<file path="config.mk">
export PLATFORM = sky130hd
export DESIGN_NAME = downsampler
export DESIGN_NICKNAME = d
export VERILOG_FILES = /design/src/rtl/downsampler_pkg.sv /design/src/rtl/downsampler_mod_counter.sv /design/src/rtl/downsampler.sv
export SDC_FILE = /design/constraint.sdc
export NUM_CORES = 1
export LEC_CHECK = 0
export CELL_PAD_IN_SITES_DETAIL_PLACEMENT = 1
export CELL_PAD_IN_SITES_GLOBAL_PLACEMENT = 1
export CORE_MARGIN = 3
export CORE_UTILIZATION = 32
export DETAILED_ROUTE_END_ITERATION = 10
export PLACE_DENSITY_LB_ADDON = 0.1
export SYNTH_ARGS = -nofsm -noshare
export SYNTH_HDL_FRONTEND = slang
export SYNTH_HIERARCHICAL = 1
export SYNTH_SLANG_ARGS = --single-unit
</file>
<file path="constraint.sdc">
create_clock -name clock -period 3.7 [get_ports clock]
set_input_delay 0.74 -clock clock [delete_from_list [all_inputs] [get_ports clock]]
set_output_delay 0.74 -clock clock [all_outputs]
set_load 0.01 [all_outputs]
</file>
<file path="src/rtl/downsampler_pkg.sv">
// Shared oversampling constants for the transmit strobe generator and the receive decimator.
// Both ends import these defaults so they agree on samples per symbol.
package downsampler_pkg;

  localparam int NB_COUNT_DEFAULT = 2;
  localparam int NB_DATA_DEFAULT  = 8;
  localparam int N_DEFAULT        = 1 << NB_COUNT_DEFAULT;

  function automatic int oversample_factor(input int nb_count);
    return 1 << nb_count;
  endfunction

endpackage

</file>
<file path="src/rtl/downsampler_mod_counter.sv">
// Free-running NB_COUNT-bit sample counter that advances on enable and flags its wrap.
// The counter rolls over from its maximum value to 0 without any compare against N.
import downsampler_pkg::*;

module mod_counter #(
  parameter int NB_COUNT = NB_COUNT_DEFAULT
) (
  input  logic                clock,
  input  logic                i_reset,
  input  logic                i_enable,
  output logic [NB_COUNT-1:0] o_count,
  output logic                o_wrap
);

  localparam logic [NB_COUNT-1:0] COUNT_MAX = NB_COUNT'(oversample_factor(NB_COUNT) - 1);

  always_ff @(posedge clock) begin
    if (i_reset) begin
      o_count <= '0;
    end else if (i_enable) begin
      o_count <= o_count + 1'b1;
    end
  end

  assign o_wrap = i_enable && (o_count == COUNT_MAX);

endmodule

</file>
<file path="src/rtl/downsampler.sv">
// Receive-side decimator: keeps one sample per symbol at the applied phase, strobing o_valid.
// Phase requests are latched only on the counter wrap so a retune never drops or repeats a symbol.
import downsampler_pkg::*;

module downsampler #(
  parameter int NB_COUNT = NB_COUNT_DEFAULT,
  parameter int NB_DATA  = NB_DATA_DEFAULT
) (
  input  logic                      clock,
  input  logic                      i_reset,
  input  logic                      i_valid,
  input  logic signed [NB_DATA-1:0] i_data,
  input  logic [NB_COUNT-1:0]       i_phase,
  output logic                      o_valid,
  output logic signed [NB_DATA-1:0] o_data,
  output logic [NB_COUNT-1:0]       o_phase
);

  logic [NB_COUNT-1:0] count;
  logic                wrap;
  logic [NB_COUNT-1:0] phase_r;
  logic                capture;

  mod_counter #(
    .NB_COUNT (NB_COUNT)
  ) u_count (
    .clock    (clock),
    .i_reset  (i_reset),
    .i_enable (i_valid),
    .o_count  (count),
    .o_wrap   (wrap)
  );

  assign capture = i_valid && (count == phase_r);

  // Reset wins over a coincident valid sample; the phase request is tracked throughout reset.
  always_ff @(posedge clock) begin
    if (i_reset) begin
      phase_r <= i_phase;
      o_valid <= 1'b0;
      o_data  <= '0;
    end else begin
      o_valid <= capture;
      if (capture) begin
        o_data <= i_data;
      end
      if (wrap) begin
        phase_r <= i_phase;
      end
    end
  end

  assign o_phase = phase_r;

endmodule

</file>
==> flow_metrics.py, run 1 <==
metrics = {
    "critical_path": {
        "max_stage_delay_ps": 540,
        "critical-path-top-delay-family": "buffers and inverters",
        "crit_path_end_kind": "output port",
        "cp.arrival_ps": 1180,
        "cp_num_buf_inv": 1,
        "reg2reg_from": "o_phase[1]",
        "reg2reg_depth": 3,
        "critPathRequiredTime_ps": 2960,
        "reg2reg_to": "o_data[3]",
        "startpoint_type": "register",
        "critPathMaxFanout": 2,
        "critical_path.cell_chain": "clkdlybuf4s50_1",
        "r2r_setup_slack_ps": 2310,
        "cp_slowest_cell": "clkdlybuf4s50_1",
        "critical_path_class": "reg2out",
    },
    "place": {
        "routabilityCongestion": 0.706,
        "preCtsSetupSlack_ps": 1550,
        "dp_hpwl_um": 811,
        "port_buffers": 23,
    },
    "die": {
        "core_um2": 1580,
        "chipWidth_um": 47.8,
        "ios": 24,
        "die_h_um": 47.8,
        "dieArea_um2": 2280,
        "rows": 14,
        "start_util_pct": 35.4,
    },
    "sta": {
        "fin_ws_ps": 1780,
        "period_needed_ps": 1920,
        "hold_viol_final": 0,
        "fmax_mhz": 520,
        "skew_ps": 3.65,
        "slew_headroom_pct": 64.9,
        "max_slew.worst_pin.slew_ps": 527,
        "setup_tns_ps": 0,
        "finalSetupViolCount": 0,
        "finalCritPeriodShare_pct": 52.0,
        "final_max_slew_viol_count": 0,
        "rsz0062_at_grt": "false",
    },
    "route": {
        "first_pass_iters": 1,
        "vias": 420,
        "first_iter_violations": 0,
        "vias_per_cell": 4.62,
        "ant_nets": 0,
        "drc_errors": 0,
        "wire_per_inst_um": 12.2,
        "totalWireLength_um": 1110,
    },
    "pwr": {
        "leakage_nw": 0.303,
        "finalPower_mw": 0.303,
        "power-per-cell-area_nw_per_um2": 370,
        "peakVddDrop_mv": 0.217,
    },
    "synth": {
        "syn_area_um2": 558,
        "synth.most_common_cell": "nand2b_1",
        "syn_nets": 64,
        "synth_edf_count": 2,
        "syn_avg_cell_area_um2": 11.2,
        "synth_top_area_cell": "dfxtp_1",
        "synth_common_cells": "nand2b_1 (16), dfxtp_1 (11), mux2i_1 (9)",
        "ys_ff_latch": 13,
        "yosysSeqAreaShare_pct": 50.2,
        "async_flop_share_pct": 0,
        "synth.top_cell.area_share_pct": 39.5,
        "ys_types": 13,
        "synth-main-ff-cell": "dfxtp_1",
        "synthCells": 50,
        "synth-warning-count": 6,
        "ys_top_cells_by_area": "dfxtp_1 (39%), nand2b_1 (18%), mux2i_1 (16%)",
    },
    "outcome": {
        "status": "finished, final reports clean",
    },
    "global_routing": {
        "antenna_found_initial": 0,
        "grt_pass1_vias": 422,
        "grt-ovfl-total": 0,
        "grt_first_pass_wirelength_um": 1680,
        "track_usage_pct": 10.8,
        "grt_max_degree": 21,
    },
    "flow_run": {
        "drv_cap": 0,
    },
    "finish": {
        "drive_gt1_share_pct": 6.67,
        "antenna_cells": 0,
        "final_util_pct": 52.0,
        "nets": 90,
        "area_growth_pct": 46.9,
    },
    "cts": {
        "cts_resized": 0,
        "clk_latency_ps": 270,
        "cts_setup_buffers": 0,
        "cts_tree": "yes",
        "path_clk_slew_ps": 80,
        "cts_inserted_buffers": 3,
        "cts_root_buffer": "clkbuf_4",
        "h-tree-depth": 1,
        "hold_buffers": 0,
        "cts.sinks": 13,
        "cts_buffer_depth": 2,
    },
    "min_path": {
        "hold_depth": 2,
        "hold_path_end": "o_data[2]",
        "holdCritStartpoint": "o_data[2]",
        "min_path_type": "reg2reg",
    },
}
[worst max-delay path by stage]
stage,startpoint,end,slack (ps),cells past startpoint
detailed placement,i_valid,o_data[6],1550,3
global route,o_phase[1],o_phase[1],1710,1
finish,o_phase[1],o_phase[1],1780,1
CTS,o_phase[1],o_phase[1],1760,1
floorplan,i_valid,o_phase[0],2270,2
global placement,i_valid,o_data[1],1580,3
[final cells by class]
class | count | area (um2)
fill | 179 | 757
sequential | 13 | 280
multi-input combinational | 35 | 263
timing repair buffer | 23 | 230
clock buffer | 4 | 26.3
tap | 16 | 20.0
[layout by cell type (no fill, tap or decap)]
master	netlist	layout
and3_1	1	1
xnor2_1	3	3
dfxtp_1	11	11
nor2b_1	1	1
clkdlybuf4s50_1	0	23
or2_2	1	1
clkbuf_4	0	3
nand2b_1	16	16
nor2_1	2	2
edfxtp_1	2	2
clkbuf_1	1	1
and2_2	1	1
ha_1	1	1
mux2i_1	9	9
[sequential cells by signal, indices dropped and copies added (netlist names)]
signal and count:
o_phase 2, u_count/o_count 2, o_valid 1, o_data 8
[worst register-to-register path: cells and delay by family (launching register included)]
| family | cells | cell delay, ps |
|---|---|---|
| flip-flops | 1 | 410 |
| XOR/XNOR | 1 | 160 |
| AND/OR/NAND/NOR | 1 | 510 |
| multiplexers | 1 | 250 |
[cell families after synthesis]
group,after synthesis,share of synthesized area (%)
multiplexers,9,16.1
buffers and inverters,2,2.69
AND/OR/NAND/NOR,22,24.0
flip-flops,13,50.2
adder cells (fa/ha/maj),1,2.24
XOR/XNOR,3,4.71
[layer usage]
layer	global-route usage, %	wire length [um]	vias up	part of all wire (%)
met1	13.0	526	192	48
met4	6.45	0	0	0
met3	2.26	67	0	6.1
met2	17.4	511	16	46
met5	0	0	-	0
li1	-	-	212	-
[through the flow]
step           cells  cell area, um2  hold WS (ps)
3_3_place_gp      87             793           461
3_5_place_dp      87             793           472
6_report          91             820           478
2_1_floorplan     50             558           493
5_1_grt           91             820           513
4_1_cts           91             820           487
[power breakdown]
part / total [mW] / leakage, nW / switching (mW) / internal [mW]
logic: 0.0568 / 0.179 / 0.0203 / 0.0365
registers: 0.158 / 0.109 / 0.00561 / 0.153
clock network: 0.0880 / 0.0150 / 0.0463 / 0.0417
total: 0.303 / 0.303 / 0.0723 / 0.231
No activity file was read; power rests on OpenSTA's default activity.
==> run 2: changes to the inputs <==
CORE_UTILIZATION = 29   (was 32)
clock period = 1.8 ns   (was 3.7 ns; I/O delays follow)
==> flow_metrics.py, run 2 (synthesized netlist as in run 1, its figures left out) <==
metrics = {
    "cts": {
        "cts.sinks": 13,
        "cts_resized": 0,
        "cts_buffer_depth": 2,
        "cts_inserted_buffers": 3,
        "clk_latency_ps": 270,
        "cts_tree": "yes",
        "cts_setup_buffers": 0,
        "h-tree-depth": 1,
        "hold_buffers": 0,
        "path_clk_slew_ps": 80,
        "cts_root_buffer": "clkbuf_4",
    },
    "route": {
        "first_iter_violations": 2,
        "vias_per_cell": 4.31,
        "totalWireLength_um": 1140,
        "drc_errors": 0,
        "wire_per_inst_um": 11.0,
        "ant_nets": 0,
        "first_pass_iters": 2,
        "vias": 444,
    },
    "finish": {
        "final_common_cell": "clkdlybuf4s50_1",
        "drive_gt1_share_pct": 10.3,
        "area_growth_pct": 55.2,
        "final_cell_mix": "clkdlybuf4s50_1 (23), nand2b_1 (16), dfxtp_1 (11)",
        "final_cells": 103,
        "regMostFlops": "o_data",
        "nets": 93,
        "final_util_pct": 49.1,
        "largest_reg_flops": 8,
        "antenna_cells": 0,
    },
    "die": {
        "start_util_pct": 31.6,
        "chipWidth_um": 49.9,
        "core_um2": 1760,
        "rows": 15,
        "dieArea_um2": 2490,
        "ios": 24,
        "die_h_um": 49.9,
    },
    "place": {
        "dp_hpwl_um": 898,
        "port_buffers": 23,
        "preCtsSetupSlack_ps": 187,
        "routabilityCongestion": 0.631,
        "place_inst": 99,
    },
    "sta": {
        "rsz0062_at_grt": "false",
        "hold_viol_final": 0,
        "period_needed_ps": 1540,
        "setup_tns_ps": 0,
        "final_max_slew_viol_count": 0,
        "max_slew.worst_pin.slew_ps": 169,
        "finalSetupViolCount": 0,
        "skew_ps": 3.75,
        "fin_ws_ps": 260,
        "fmax_mhz": 649,
        "slew_headroom_pct": 88.7,
        "finalCritPeriodShare_pct": 85.5,
    },
    "global_routing": {
        "grt_max_degree": 15,
        "antenna_found_initial": 0,
        "grt_first_pass_wirelength_um": 1940,
        "grt_pass1_vias": 452,
        "track_usage_pct": 9.98,
        "grt-ovfl-total": 0,
    },
    "pwr": {
        "power-per-cell-area_nw_per_um2": 732,
        "leakage_nw": 0.321,
        "peakVddDrop_mv": 0.268,
        "finalPower_mw": 0.634,
    },
    "outcome": {
        "status": "finished, final reports clean",
    },
    "critical_path": {
        "cp_slowest_cell": "clkdlybuf4s50_1",
        "critical_path_class": "reg2out",
        "max_stage_delay_ps": 540,
        "critPathRequiredTime_ps": 1440,
        "cp_num_buf_inv": 1,
        "critical-path-top-delay-family": "buffers and inverters",
        "startpoint_type": "register",
        "crit_path_end_kind": "output port",
        "critPathMaxFanout": 2,
        "critical_path.cell_chain": "clkdlybuf4s50_1",
        "cp.arrival_ps": 1180,
    },
    "min_path": {
        "min_path_type": "reg2reg",
    },
    "flow_run": {
        "drv_cap": 0,
    },
}
-- run 2: cell type report --
class | instances | area (um2)
well taps | 25 | 31.3
multi-input cells | 35 | 263
clock buffers | 4 | 26.3
fillers | 216 | 898
repair buffers | 26 | 265
flip-flops and latches | 13 | 280
-- run 2: metrics by stage --
step	cell area [um2]	hold slack, ps
floorplan	558	432
global placement	840	460
detailed placement	840	471
CTS	866	483
global route	866	502
finish	866	472
-- run 2: report_power, final --
group / total [mW] / internal, mW / leakage, nW / switching, mW
Combinational: 0.128 / 0.0846 / 0.197 / 0.0429
Sequential: 0.326 / 0.314 / 0.109 / 0.0119
Clock: 0.180 / 0.0857 / 0.0150 / 0.0947
Total: 0.634 / 0.484 / 0.321 / 0.150
-- run 2: tightest hold or removal path: stages (launching register included) --
cell and delay (ps):
dfxtp_1 310, nand2b_1 60, mux2i_1 60
-- run 2: path summary, 6_finish.rpt --
kind / start / to / slack [ps] / cells past startpoint
setup / recovery: o_phase[0] / o_phase[0] / 260 / 1
hold / removal: o_data[0] / o_data[0] / 470 / 2
hold reg to reg: o_data[0] / o_data[0] / 470 / 2
setup reg to reg: u_count/o_count[0] / o_phase[1] / 520 / 3
-- run 2: per-layer routing --
metal	up-vias	routed length, um	track usage, %
met2	13	553	16.1
met4	0	0	2.76
met1	211	539	12.8
met3	0	43	3.02
li1	220	-	-
met5	-	0	0
